`src/rtl/inst_encoder_pkg.sv`:
```
// Shared operation header: op codes, operation classes, the NULL register marker
// and the RV32I major opcodes, plus the per-op field lookup used by the encoder.
package inst_encoder_pkg;

  localparam logic [5:0] OP_ADDI  = 6'd0;
  localparam logic [5:0] OP_SLTI  = 6'd1;
  localparam logic [5:0] OP_SLTIU = 6'd2;
  localparam logic [5:0] OP_XORI  = 6'd3;
  localparam logic [5:0] OP_ORI   = 6'd4;
  localparam logic [5:0] OP_ANDI  = 6'd5;
  localparam logic [5:0] OP_SLLI  = 6'd6;
  localparam logic [5:0] OP_SRLI  = 6'd7;
  localparam logic [5:0] OP_SRAI  = 6'd8;
  localparam logic [5:0] OP_LB    = 6'd9;
  localparam logic [5:0] OP_LH    = 6'd10;
  localparam logic [5:0] OP_LW    = 6'd11;
  localparam logic [5:0] OP_LBU   = 6'd12;
  localparam logic [5:0] OP_LHU   = 6'd13;
  localparam logic [5:0] OP_SB    = 6'd14;
  localparam logic [5:0] OP_SH    = 6'd15;
  localparam logic [5:0] OP_SW    = 6'd16;
  localparam logic [5:0] OP_BEQ   = 6'd17;
  localparam logic [5:0] OP_BNE   = 6'd18;
  localparam logic [5:0] OP_BLT   = 6'd19;
  localparam logic [5:0] OP_BGE   = 6'd20;
  localparam logic [5:0] OP_BLTU  = 6'd21;
  localparam logic [5:0] OP_BGEU  = 6'd22;
  localparam logic [5:0] OP_LUI   = 6'd23;
  localparam logic [5:0] OP_AUIPC = 6'd24;
  localparam logic [5:0] OP_JAL   = 6'd25;
  localparam logic [5:0] OP_JALR  = 6'd26;
  localparam logic [5:0] OP_ADD   = 6'd27;
  localparam logic [5:0] OP_SUB   = 6'd28;
  localparam logic [5:0] OP_SLL   = 6'd29;
  localparam logic [5:0] OP_SLT   = 6'd30;
  localparam logic [5:0] OP_SLTU  = 6'd31;
  localparam logic [5:0] OP_XOR   = 6'd32;
  localparam logic [5:0] OP_SRL   = 6'd33;
  localparam logic [5:0] OP_SRA   = 6'd34;
  localparam logic [5:0] OP_OR    = 6'd35;
  localparam logic [5:0] OP_AND   = 6'd36;

  localparam logic [5:0] NULL_REG = 6'b100000;

  typedef enum logic [2:0] {
    OPT_ITYPE = 3'd0,
    OPT_ILOAD = 3'd1,
    OPT_STYPE = 3'd2,
    OPT_BTYPE = 3'd3,
    OPT_UTYPE = 3'd4,
    OPT_JTYPE = 3'd5,
    OPT_RTYPE = 3'd6
  } op_type_e;

  localparam logic [6:0] OPC_LOAD   = 7'b0000011;
  localparam logic [6:0] OPC_STORE  = 7'b0100011;
  localparam logic [6:0] OPC_BRANCH = 7'b1100011;
  localparam logic [6:0] OPC_OP     = 7'b0110011;
  localparam logic [6:0] OPC_OP_IMM = 7'b0010011;
  localparam logic [6:0] OPC_LUI    = 7'b0110111;
  localparam logic [6:0] OPC_AUIPC  = 7'b0010111;
  localparam logic [6:0] OPC_JAL    = 7'b1101111;
  localparam logic [6:0] OPC_JALR   = 7'b1100111;

  localparam logic [6:0]  F7_BASE  = 7'b0000000;
  localparam logic [6:0]  F7_ALT   = 7'b0100000;
  localparam logic [31:0] NOP_INST = 32'h0000_0013;

  typedef struct packed {
    logic       known;
    op_type_e   op_type;
    logic [6:0] opcode;
    logic [2:0] funct3;
    logic [6:0] funct7;
    logic       is_shift;
  } op_info_t;

  function automatic op_info_t mk(input op_type_e t, input logic [6:0] opc,
                                  input logic [2:0] f3, input logic [6:0] f7,
                                  input logic sh);
    op_info_t info;
    info.known    = 1'b1;
    info.op_type  = t;
    info.opcode   = opc;
    info.funct3   = f3;
    info.funct7   = f7;
    info.is_shift = sh;
    return info;
  endfunction

  function automatic op_info_t op_info(input logic [5:0] op);
    op_info_t info;
    info = '0;
    case (op)
      OP_ADDI:  info = mk(OPT_ITYPE, OPC_OP_IMM, 3'b000, F7_BASE, 1'b0);
      OP_SLTI:  info = mk(OPT_ITYPE, OPC_OP_IMM, 3'b010, F7_BASE, 1'b0);
      OP_SLTIU: info = mk(OPT_ITYPE, OPC_OP_IMM, 3'b011, F7_BASE, 1'b0);
      OP_XORI:  info = mk(OPT_ITYPE, OPC_OP_IMM, 3'b100, F7_BASE, 1'b0);
      OP_ORI:   info = mk(OPT_ITYPE, OPC_OP_IMM, 3'b110, F7_BASE, 1'b0);
      OP_ANDI:  info = mk(OPT_ITYPE, OPC_OP_IMM, 3'b111, F7_BASE, 1'b0);
      OP_SLLI:  info = mk(OPT_ITYPE, OPC_OP_IMM, 3'b001, F7_BASE, 1'b1);
      OP_SRLI:  info = mk(OPT_ITYPE, OPC_OP_IMM, 3'b101, F7_BASE, 1'b1);
      OP_SRAI:  info = mk(OPT_ITYPE, OPC_OP_IMM, 3'b101, F7_ALT,  1'b1);
      OP_LB:    info = mk(OPT_ILOAD, OPC_LOAD,   3'b000, F7_BASE, 1'b0);
      OP_LH:    info = mk(OPT_ILOAD, OPC_LOAD,   3'b001, F7_BASE, 1'b0);
      OP_LW:    info = mk(OPT_ILOAD, OPC_LOAD,   3'b010, F7_BASE, 1'b0);
      OP_LBU:   info = mk(OPT_ILOAD, OPC_LOAD,   3'b100, F7_BASE, 1'b0);
      OP_LHU:   info = mk(OPT_ILOAD, OPC_LOAD,   3'b101, F7_BASE, 1'b0);
      OP_SB:    info = mk(OPT_STYPE, OPC_STORE,  3'b000, F7_BASE, 1'b0);
      OP_SH:    info = mk(OPT_STYPE, OPC_STORE,  3'b001, F7_BASE, 1'b0);
      OP_SW:    info = mk(OPT_STYPE, OPC_STORE,  3'b010, F7_BASE, 1'b0);
      OP_BEQ:   info = mk(OPT_BTYPE, OPC_BRANCH, 3'b000, F7_BASE, 1'b0);
      OP_BNE:   info = mk(OPT_BTYPE, OPC_BRANCH, 3'b001, F7_BASE, 1'b0);
      OP_BLT:   info = mk(OPT_BTYPE, OPC_BRANCH, 3'b100, F7_BASE, 1'b0);
      OP_BGE:   info = mk(OPT_BTYPE, OPC_BRANCH, 3'b101, F7_BASE, 1'b0);
      OP_BLTU:  info = mk(OPT_BTYPE, OPC_BRANCH, 3'b110, F7_BASE, 1'b0);
      OP_BGEU:  info = mk(OPT_BTYPE, OPC_BRANCH, 3'b111, F7_BASE, 1'b0);
      OP_LUI:   info = mk(OPT_UTYPE, OPC_LUI,    3'b000, F7_BASE, 1'b0);
      OP_AUIPC: info = mk(OPT_UTYPE, OPC_AUIPC,  3'b000, F7_BASE, 1'b0);
      OP_JAL:   info = mk(OPT_JTYPE, OPC_JAL,    3'b000, F7_BASE, 1'b0);
      OP_JALR:  info = mk(OPT_ITYPE, OPC_JALR,   3'b000, F7_BASE, 1'b0);
      OP_ADD:   info = mk(OPT_RTYPE, OPC_OP,     3'b000, F7_BASE, 1'b0);
      OP_SUB:   info = mk(OPT_RTYPE, OPC_OP,     3'b000, F7_ALT,  1'b0);
      OP_SLL:   info = mk(OPT_RTYPE, OPC_OP,     3'b001, F7_BASE, 1'b0);
      OP_SLT:   info = mk(OPT_RTYPE, OPC_OP,     3'b010, F7_BASE, 1'b0);
      OP_SLTU:  info = mk(OPT_RTYPE, OPC_OP,     3'b011, F7_BASE, 1'b0);
      OP_XOR:   info = mk(OPT_RTYPE, OPC_OP,     3'b100, F7_BASE, 1'b0);
      OP_SRL:   info = mk(OPT_RTYPE, OPC_OP,     3'b101, F7_BASE, 1'b0);
      OP_SRA:   info = mk(OPT_RTYPE, OPC_OP,     3'b101, F7_ALT,  1'b0);
      OP_OR:    info = mk(OPT_RTYPE, OPC_OP,     3'b110, F7_BASE, 1'b0);
      OP_AND:   info = mk(OPT_RTYPE, OPC_OP,     3'b111, F7_BASE, 1'b0);
      default:  info = '0;
    endcase
    return info;
  endfunction

  function automatic logic [4:0] reg_field(input logic [5:0] r);
    return r[5] ? 5'd0 : r[4:0];
  endfunction

endpackage

```
`src/rtl/enc_fifo.sv`:
```
// Two-entry FIFO holding encoded words; the parent guarantees no push when full
// and no pop when empty.
module enc_fifo #(
  parameter int W = 33
) (
  input  logic         clk,
  input  logic         rst_n,
  input  logic         i_push,
  input  logic [W-1:0] i_wdata,
  input  logic         i_pop,
  output logic [W-1:0] o_rdata,
  output logic [1:0]   o_count
);

  logic [W-1:0] r_mem [2];
  logic         r_wr_ptr;
  logic         r_rd_ptr;
  logic [1:0]   r_count;

  // NOTE: sequential state uses non-blocking '<=' so every register samples
  // pre-edge values regardless of statement order.
  always_ff @(posedge clk or negedge rst_n) begin
    if (!rst_n) begin
      r_wr_ptr <= 1'b0;
      r_rd_ptr <= 1'b0;
      r_count  <= 2'd0;
    end else begin
      if (i_push) r_wr_ptr <= ~r_wr_ptr;
      if (i_pop)  r_rd_ptr <= ~r_rd_ptr;
      case ({i_push, i_pop})
        2'b10:   r_count <= r_count + 2'd1;
        2'b01:   r_count <= r_count - 2'd1;
        default: r_count <= r_count;
      endcase
    end
  end

  // NOTE: storage has no reset; the parent masks the read data while empty,
  // so stale entries are never visible.
  always_ff @(posedge clk) begin
    if (i_push) r_mem[r_wr_ptr] <= i_wdata;
  end

  assign o_rdata = r_mem[r_rd_ptr];
  assign o_count = r_count;

endmodule

```
`src/rtl/inst_encoder.sv`:
```
// Encodes a decoded instruction into an RV32I word (NOP + illegal flag when it
// cannot be encoded) and buffers {inst, illegal} in a two-entry FIFO.
module inst_encoder
  import inst_encoder_pkg::*;
(
  input  logic        clk_in,
  input  logic        rst_n_in,
  input  logic        rdy_in,
  input  logic        in_valid,
  output logic        in_ready,
  input  logic [5:0]  op_in,
  input  logic [2:0]  op_type_in,
  input  logic [5:0]  rs1_in,
  input  logic [5:0]  rs2_in,
  input  logic [5:0]  rd_in,
  input  logic [31:0] imm_in,
  output logic        out_valid,
  input  logic        out_ready,
  output logic [31:0] inst_out,
  output logic        illegal_out
);

  op_info_t    w_info;
  logic [4:0]  w_rs1, w_rs2, w_rd;
  logic        w_sext12, w_sext13, w_sext21;
  logic [31:0] w_word;
  logic        w_imm_ok;
  logic        w_illegal;
  logic [31:0] w_inst;

  // NOTE: combinational logic uses blocking '=' and assigns every output a
  // default first, so no path leaves a value held and no latch is inferred.
  always_comb begin
    w_info   = op_info(op_in);
    w_rs1    = reg_field(rs1_in);
    w_rs2    = reg_field(rs2_in);
    w_rd     = reg_field(rd_in);
    w_sext12 = (&imm_in[31:11]) | ~(|imm_in[31:11]);
    w_sext13 = (&imm_in[31:12]) | ~(|imm_in[31:12]);
    w_sext21 = (&imm_in[31:20]) | ~(|imm_in[31:20]);
    w_word   = '0;
    w_imm_ok = 1'b0;
    case (w_info.op_type)
      OPT_ITYPE, OPT_ILOAD: begin
        if (w_info.is_shift) begin
          w_word   = {w_info.funct7, imm_in[4:0], w_rs1, w_info.funct3, w_rd, w_info.opcode};
          w_imm_ok = (imm_in[31:5] == '0);
        end else begin
          w_word   = {imm_in[11:0], w_rs1, w_info.funct3, w_rd, w_info.opcode};
          w_imm_ok = w_sext12;
        end
      end
      OPT_STYPE: begin
        w_word   = {imm_in[11:5], w_rs2, w_rs1, w_info.funct3, imm_in[4:0], w_info.opcode};
        w_imm_ok = w_sext12;
      end
      OPT_BTYPE: begin
        w_word   = {imm_in[12], imm_in[10:5], w_rs2, w_rs1, w_info.funct3,
                    imm_in[4:1], imm_in[11], w_info.opcode};
        w_imm_ok = w_sext13 & ~imm_in[0];
      end
      OPT_UTYPE: begin
        w_word   = {imm_in[31:12], w_rd, w_info.opcode};
        w_imm_ok = (imm_in[11:0] == '0);
      end
      OPT_JTYPE: begin
        w_word   = {imm_in[20], imm_in[10:1], imm_in[11], imm_in[19:12], w_rd, w_info.opcode};
        w_imm_ok = w_sext21 & ~imm_in[0];
      end
      OPT_RTYPE: begin
        w_word   = {w_info.funct7, w_rs2, w_rs1, w_info.funct3, w_rd, w_info.opcode};
        w_imm_ok = 1'b1;
      end
      default: begin
        w_word   = '0;
        w_imm_ok = 1'b0;
      end
    endcase
    w_illegal = ~w_info.known | (op_type_in != w_info.op_type) | ~w_imm_ok;
    w_inst    = w_illegal ? NOP_INST : w_word;
  end

  // Holds in_ready low through reset and until the first edge after release.
  logic r_init;
  always_ff @(posedge clk_in or negedge rst_n_in) begin
    if (!rst_n_in) r_init <= 1'b0;
    else           r_init <= 1'b1;
  end

  logic        w_push, w_pop;
  logic [1:0]  w_count;
  logic [32:0] w_rdata;

  assign in_ready  = r_init & (w_count != 2'd2);
  assign out_valid = (w_count != 2'd0);
  assign w_push    = rdy_in & in_valid & in_ready;
  assign w_pop     = rdy_in & out_valid & out_ready;

  enc_fifo #(.W(33)) u_fifo (
    .clk     (clk_in),
    .rst_n   (rst_n_in),
    .i_push  (w_push),
    .i_wdata ({w_inst, w_illegal}),
    .i_pop   (w_pop),
    .o_rdata (w_rdata),
    .o_count (w_count)
  );

  assign inst_out    = out_valid ? w_rdata[32:1] : 32'd0;
  assign illegal_out = out_valid & w_rdata[0];

endmodule

```
`config.mk`:
```
export PLATFORM = sky130hd
export DESIGN_NAME = inst_encoder
export DESIGN_NICKNAME = d
export VERILOG_FILES = /design/src/rtl/inst_encoder_pkg.sv /design/src/rtl/enc_fifo.sv /design/src/rtl/inst_encoder.sv
export SDC_FILE = /design/constraint.sdc
export NUM_CORES = 1
export LEC_CHECK = 0
export ABC_AREA = 1
export CORE_ASPECT_RATIO = 1.2
export CORE_MARGIN = 2
export CORE_UTILIZATION = 42
export DETAILED_ROUTE_END_ITERATION = 10
export PLACE_DENSITY = 0.69
export RECOVER_POWER = 100
export SETUP_SLACK_MARGIN = 0.5
export SLEW_MARGIN = 10
export SYNTH_ARGS = -nofsm -noshare
export SYNTH_HDL_FRONTEND = slang
export SYNTH_SLANG_ARGS = --single-unit
```
`constraint.sdc`:
```
create_clock -name clk_in -period 4.8 [get_ports clk_in]
set_input_delay 1.44 -clock clk_in [delete_from_list [all_inputs] [get_ports clk_in]]
set_output_delay 1.44 -clock clk_in [all_outputs]
set_load 0.02 [all_outputs]
```
# After elaboration in Yosys (flattened, before gate mapping)
# Memories as Yosys holds them, arrays and structs flattened.
# Index checks and enable logic that the tools add are counted.
classes:
  add_sub_neg: 2
  n_eq_ne: 10
  muxes: 12
  bitwise_logic: 21
  reduce_logical: 12
op_table:
  columns: ["cell", "count"]
  rows:
  - ["32-bit case mux with 6 select lines", 1]
  - ["32-bit two-way mux", 3]
  - ["27-bit logical NOT", 1]
  - ["21-bit AND reduction", 1]
  - ["21-bit OR reduction", 1]
  - ["20-bit AND reduction", 1]
  - ["20-bit OR reduction", 1]
  - ["5-bit two-way mux", 3]
  - ["12-bit logical NOT", 1]
  - ["12-bit AND reduction", 1]
  - ["12-bit OR reduction", 1]
  - ["3-bit == test, second input constant", 3]
  - ["1-bit AND", 8]
  - ["1-bit inverter", 8]
  - ["3-bit by 2-bit == test with 1-bit output, second input constant", 2]
  - ["1-bit case mux with 6 select lines", 1]
  - ["1-bit bitwise OR", 5]
  - ["2-bit case mux with 2 select lines", 1]
  - ["2-bit nonzero test", 2]
  - ["3-bit by 1-bit == test with 1-bit output, second input constant", 1]
  - ["3-bit logical NOT", 1]
  - ["1-bit two-way mux", 3]
  - ["3-bit != test", 1]
  - ["2-bit by 1-bit adder with 2-bit output, second input constant", 1]
  - ["5 further kinds", 5]
word_totals:
  reg_bits: 5
  ram_bits: 66
  rom_bits: 1024
  inputBits: 64
  output_inout_bits: 35
  wordCells: 63
  mem_count: 2
memory_table:
  columns: ["memory", "words", "word_bits", "rd", "rd_clocked_by_memory_dff", "write_ports", "line", "text"]
  rows:
  - ["(no name shown)", 64, 16, 1, 0, 0, "inst_encoder_pkg.sv:94", "case (op)"]
  - ["u_fifo.r_mem", 2, 33, 1, 0, 1, "enc_fifo.sv:15", "logic [W-1:0] r_mem [2];"]

# Longest topological paths before layout
depth:
  word_depth: 8
  mapped_depth: 15
  depth_no_buf: 14

# By module
# A second synthesis with hierarchy kept.
unflattened:
  hier_cells: 621
  hier_area_um2: 4760.8
modules_own_cells:
  columns: ["mod", "n_inst", "cells_per_inst", "area_each_um2", "seq_area_each_um2"]
  rows:
  - ["enc_fifo", 1, 194, 2647.5, 2082.0]
  - ["inst_encoder", 1, 427, 2113.3, 25.0]

# Worst setup path after synthesis
# Ideal clock, no wire load.
synth_path:
  kind: "input -> register"
  startpoint: "input port rdy_in"
  endpoint: "memory u_fifo.r_mem[0][0], enable pin"
  setup_time_ps: 421
  arrival_time_ps: 3008
  required_time_ps: 4379
  path_slack_ps: 1370
  path_stages: 2
  n_path_buf: 0
  cell_sequence: "nand3_1 > nor2_1"
synth_via:
  elab_chain_cells: 4
synth_rtl:
  columns: ["item", "line", "text"]
  rows:
  - ["start: declaration", "inst_encoder.sv:8", "input logic rdy_in,"]
  - ["1-bit AND (2 in series)", "inst_encoder.sv:96", "assign w_push = rdy_in & in_valid & in_ready;"]
  - ["1-bit two-way mux", "enc_fifo.sv:41", "if (i_push) r_mem[r_wr_ptr] <= i_wdata;"]
  - ["1-bit two-way mux (not written as such)", "enc_fifo.sv:41", null]
  - ["end: declaration", "enc_fifo.sv:15", null]
# No other way between the ends.

# Worst setup path in the final report
layout_path:
  startpoint: "register u_fifo.r_count[0] (netlist: u_fifo.o_count[0])"
  endpoint: "output port inst_out[31]"
layout_via:
  elab_chain_cells: 2
layout_rtl:
  columns: ["item", "line", "text"]
  rows:
  - ["start: declaration", "enc_fifo.sv:18", "logic [1:0] r_count;"]
  - ["start signal: assignment", "enc_fifo.sv:31", "2'b10: r_count <= r_count + 2'd1;"]
  - ["start signal: assignment", "enc_fifo.sv:32", "2'b01: r_count <= r_count - 2'd1;"]
  - ["start signal: assignment", "enc_fifo.sv:33", "default: r_count <= r_count;"]
  - ["2-bit nonzero test", "inst_encoder.sv:95", "assign out_valid = (w_count != 2'd0);"]
  - ["32-bit two-way mux", "inst_encoder.sv:109", "assign inst_out = out_valid ? w_rdata[32:1] : 32'd0;"]
  - ["end: declaration", "inst_encoder.sv:19", "output logic [31:0] inst_out,"]
# No other way between the ends.

==> out/summary.txt <==
Row count = 40
Max Clock Skew = 0.00527 ns
Number of clock sinks = 69
Total via count after detailed routing = 4100
Height of the chip = 116 µm
Final antenna diode count = 0
Number of input and output port buffers inserted = 98
Count of hold-fix buffers inserted at cts = 0
CP Launch Type = register
Core area = 10100 µm²
Effective utilization at floorplan = 43.5%
Fmax achieved = 237 MHz
Number of DRC violations after detailed-routing iteration 0 = 315
Worst-margin pin slew = 1.99 ns
Clk Latency, worst-skew pair = 0.33 ns
Switching part of the total = 37.9%
Critical path arrival = 2.78 ns
Async S/R FF share, synth = 7.25%
Total power consumption of the routed design = 2.51 mW
P&R area growth vs syn = 30.0%
Routed len/inst = 15.9 µm
Wl on met1 = 4.88 mm
I/O pins = 99
Nature of the critical path endpoint = output port
FF+latch count, synth = 69
Number of global-route vias before repair = 3846
TritonCTS buffer count = 9
Total length of routed met2 wires = 6.08 mm
Global-route wire length before repair = 18.5 mm
Setup bufs post-CTS = 0
Count of instances resized after the clock tree is built = 0
Die area = 11300 µm²
Number of detailed-routing iterations run before antenna repair = 5
Proportion of synthesized chip area in sequential cells = 46.8%
TNS Setup = 0 ns
Count of final hold-check violations = 0
Wire length reported by the detailed router = 12.0 mm
Slew Limit Headroom = -32.8%
Number of nets still failing antenna checks after routing = 0
Die W = 97.2 µm
Proportion of power drawn by the clock network = 26.1%
Yosys warns = 0
Area leader, netlist = sky130_fd_sc_hd__edfxtp_1
Final setup violation count = 0
Dominant register cell in the synthesized netlist = sky130_fd_sc_hd__edfxtp_1
Sum of overflow across all layers after global routing = 0
Clock transition at the registers of the reported paths = 0.05 ns
Number of different library cells in the post-synthesis netlist = 41
Net Switching = 0.950 mW
Number of enable flip-flop cells after synthesis = 64
Initial antenna violation count = 0
TritonCTS clock tree = built
Final Slew Violations = 66
CTS H-tree lvls = 3
Fraction of layout instances using a drive strength above 1 = 7.62%
Setup repair after global routing missed its margin = false
Maximum number of pins on one net before global-route repair = 34
Length of routed met3 wiring = 773 µm
Post-detailed-placement half-perimeter wirelength = 8.70 mm
Last weighted congestion value of the routability-driven placer = 0.973
Leakage Power = 2.28 nW
Highest layer used for signal routing = met4
Run status = complete, but fails checks
Number of buffers on the longest clock path = 2
Max-cap violation count = 2
Worst-path fanout max = 23
Global-route usage over all layers = 20.8%
Mean area per synthesized cell = 8.32 µm²
Data required time of the worst path = 3.36 ns
Combinational share of power = 44.6%
Sequential cell fraction of total power = 29.3%
Final Critical Period = 4.22 ns
Share of the cycle needed by the critical path after routing = 87.9%
Yosys top cell area share = 43.9%
Routed vias/inst = 5.42
Final nets = 697
Post-synthesis cell area = 4370 µm²
Cells after Synth = 526
Violated checks = capacitance limit, slew limit
Synth top area cells = sky130_fd_sc_hd__edfxtp_1 (44%), sky130_fd_sc_hd__nand2_1 (12%), sky130_fd_sc_hd__a21oi_1 (5.0%)
Pint = 1.56 mW
Kind of critical path = register to output port
Root Buffer Master = sky130_fd_sc_hd__clkbuf_16
# DRC = 0
PwrDens = 441 nW/µm²
Worst voltage drop across the vdd grid = 0.167 mV
HP Class = register to register
Multi-input gate area in the final layout = 1990 µm²
FF/Latch Area = 2050 µm²
Count of fill cells added during filler insertion = 934
area by class of cell:
cell class	count	area share, %
flip-flops and latches	69	36.0
multi-input cells	398	35.0
clock buffers	11	4.27
clock inverters	5	1.06
inverters	43	2.84
repair buffers	104	18.0
well taps	126	2.77
state kept, by name (all words and copies together) (netlist names):
name	flops
u_fifo.r_mem	64
r_init	1
u_fifo.o_count	2
u_fifo.r_rd_ptr	1
u_fifo.r_wr_ptr	1
critical path: stages (launching register included):
cell                            delay [ns]
sky130_fd_sc_hd__dfrtp_1              0.42
sky130_fd_sc_hd__nor2_1               0.63
sky130_fd_sc_hd__clkbuf_2             0.60
sky130_fd_sc_hd__a21oi_1              0.12
sky130_fd_sc_hd__dlygate4sd3_1        0.68
stage by stage:
stage | area (µm²) | hold slack, ns | utilization, % | worst slack, ns | instances
after floorplan | 4380 | 0.463 | - | 1.37 | 528
after global placement | 5480 | 0.499 | 54.5 | 0.769 | 740
after detailed placement | 5480 | 0.524 | 54.5 | 0.667 | 740
after CTS | 5780 | 0.536 | 57.5 | 0.873 | 756
after global routing | 5690 | 0.546 | 56.5 | 0.397 | 756
final | 5690 | 0.514 | 56.5 | 0.581 | 756
Yosys cell counts, types with 4 or more instances:
cell / number
sky130_fd_sc_hd__a21boi_0: 5
sky130_fd_sc_hd__a21oi_1: 44
sky130_fd_sc_hd__a32oi_1: 4
sky130_fd_sc_hd__buf_6: 4
sky130_fd_sc_hd__clkbuf_1: 10
sky130_fd_sc_hd__dfrtp_1: 5
sky130_fd_sc_hd__edfxtp_1: 64
sky130_fd_sc_hd__ha_1: 8
sky130_fd_sc_hd__inv_1: 38
sky130_fd_sc_hd__inv_2: 4
sky130_fd_sc_hd__nand2_1: 135
sky130_fd_sc_hd__nand2_2: 9
sky130_fd_sc_hd__nand3_1: 40
sky130_fd_sc_hd__nand3_2: 4
sky130_fd_sc_hd__nand4_1: 13
sky130_fd_sc_hd__nor2_1: 48
sky130_fd_sc_hd__nor2_2: 32
sky130_fd_sc_hd__nor3_1: 8
sky130_fd_sc_hd__o21ai_0: 11
sky130_fd_sc_hd__xor2_1: 4
worst paths after layout:
path,startpoint,end,slack [ns],depth (start not counted)
worst max-delay path,u_fifo.o_count[0],inst_out[31],0.58,4
worst min-delay path,u_fifo.o_count[1],u_fifo.o_count[1],0.51,1
worst max register to register,u_fifo.o_count[0],u_fifo.r_mem[0][26],1.94,5
worst min register to register,u_fifo.o_count[1],u_fifo.o_count[1],0.51,1
max in group asynchronous,rst_n_in,u_fifo.o_count[0],3.20,1
min in group asynchronous,rst_n_in,u_fifo.r_wr_ptr,1.40,1
kinds of logic after synthesis:
family          count (synthesis)  share of synthesized area, %
simple gates                  302                          32.6
compound gates                 78                          10.7
flops                          69                          46.8
buf+inv                        61                          6.15
fa+ha+maj                       8                          2.29
xor+xnor                        7                          1.40
other cells                     1                        0.0857
power by group through the flow:
stage                     Clock (mW)  Sequential [mW]  Combinational, mW
final                          0.654            0.735               1.12
after global routing           0.685            0.741               1.21
after CTS                      0.664            0.734               1.21
after detailed placement           0            0.746               1.20
after global placement             0            0.743               1.19
after floorplan                    0            0.740              0.658
routing by layer:
metal | global-route usage, % | vias up
li1 | - | 1976
met1 | 25.2 | 1900
met2 | 37.1 | 188
met3 | 4.16 | 36
met4 | 7.70 | 0
met5 | 0 | -
cells in the final DEF, fill, tap and decap left out, types with 3 or more instances in the layout:
cell type | Yosys | final
sky130_fd_sc_hd__a21oi_1 | 44 | 44
sky130_fd_sc_hd__nor2_2 | 32 | 5
sky130_fd_sc_hd__dfrtp_1 | 5 | 5
sky130_fd_sc_hd__ha_1 | 8 | 8
sky130_fd_sc_hd__conb_1 | 1 | 3
sky130_fd_sc_hd__and3_1 | 3 | 3
sky130_fd_sc_hd__a31oi_1 | 3 | 3
sky130_fd_sc_hd__nand2_4 | 3 | 3
sky130_fd_sc_hd__xnor2_1 | 3 | 3
sky130_fd_sc_hd__clkbuf_16 | 0 | 9
sky130_fd_sc_hd__nor3_1 | 8 | 8
sky130_fd_sc_hd__edfxtp_1 | 64 | 64
sky130_fd_sc_hd__dlygate4sd3_1 | 0 | 35
sky130_fd_sc_hd__o211ai_1 | 3 | 3
sky130_fd_sc_hd__clkdlybuf4s50_1 | 0 | 63
sky130_fd_sc_hd__xor2_1 | 4 | 4
sky130_fd_sc_hd__o21ai_0 | 11 | 11
sky130_fd_sc_hd__nand2_2 | 9 | 6
sky130_fd_sc_hd__nor2_1 | 48 | 75
sky130_fd_sc_hd__inv_2 | 4 | 4
sky130_fd_sc_hd__a21boi_0 | 5 | 5
sky130_fd_sc_hd__nand2_1 | 135 | 138
sky130_fd_sc_hd__a32oi_1 | 4 | 4
sky130_fd_sc_hd__nand3_1 | 40 | 40
sky130_fd_sc_hd__clkbuf_1 | 10 | 3
sky130_fd_sc_hd__nand3_2 | 4 | 4
sky130_fd_sc_hd__inv_1 | 38 | 38
sky130_fd_sc_hd__nand4_1 | 13 | 13
(Power assumes the default switching activity.)
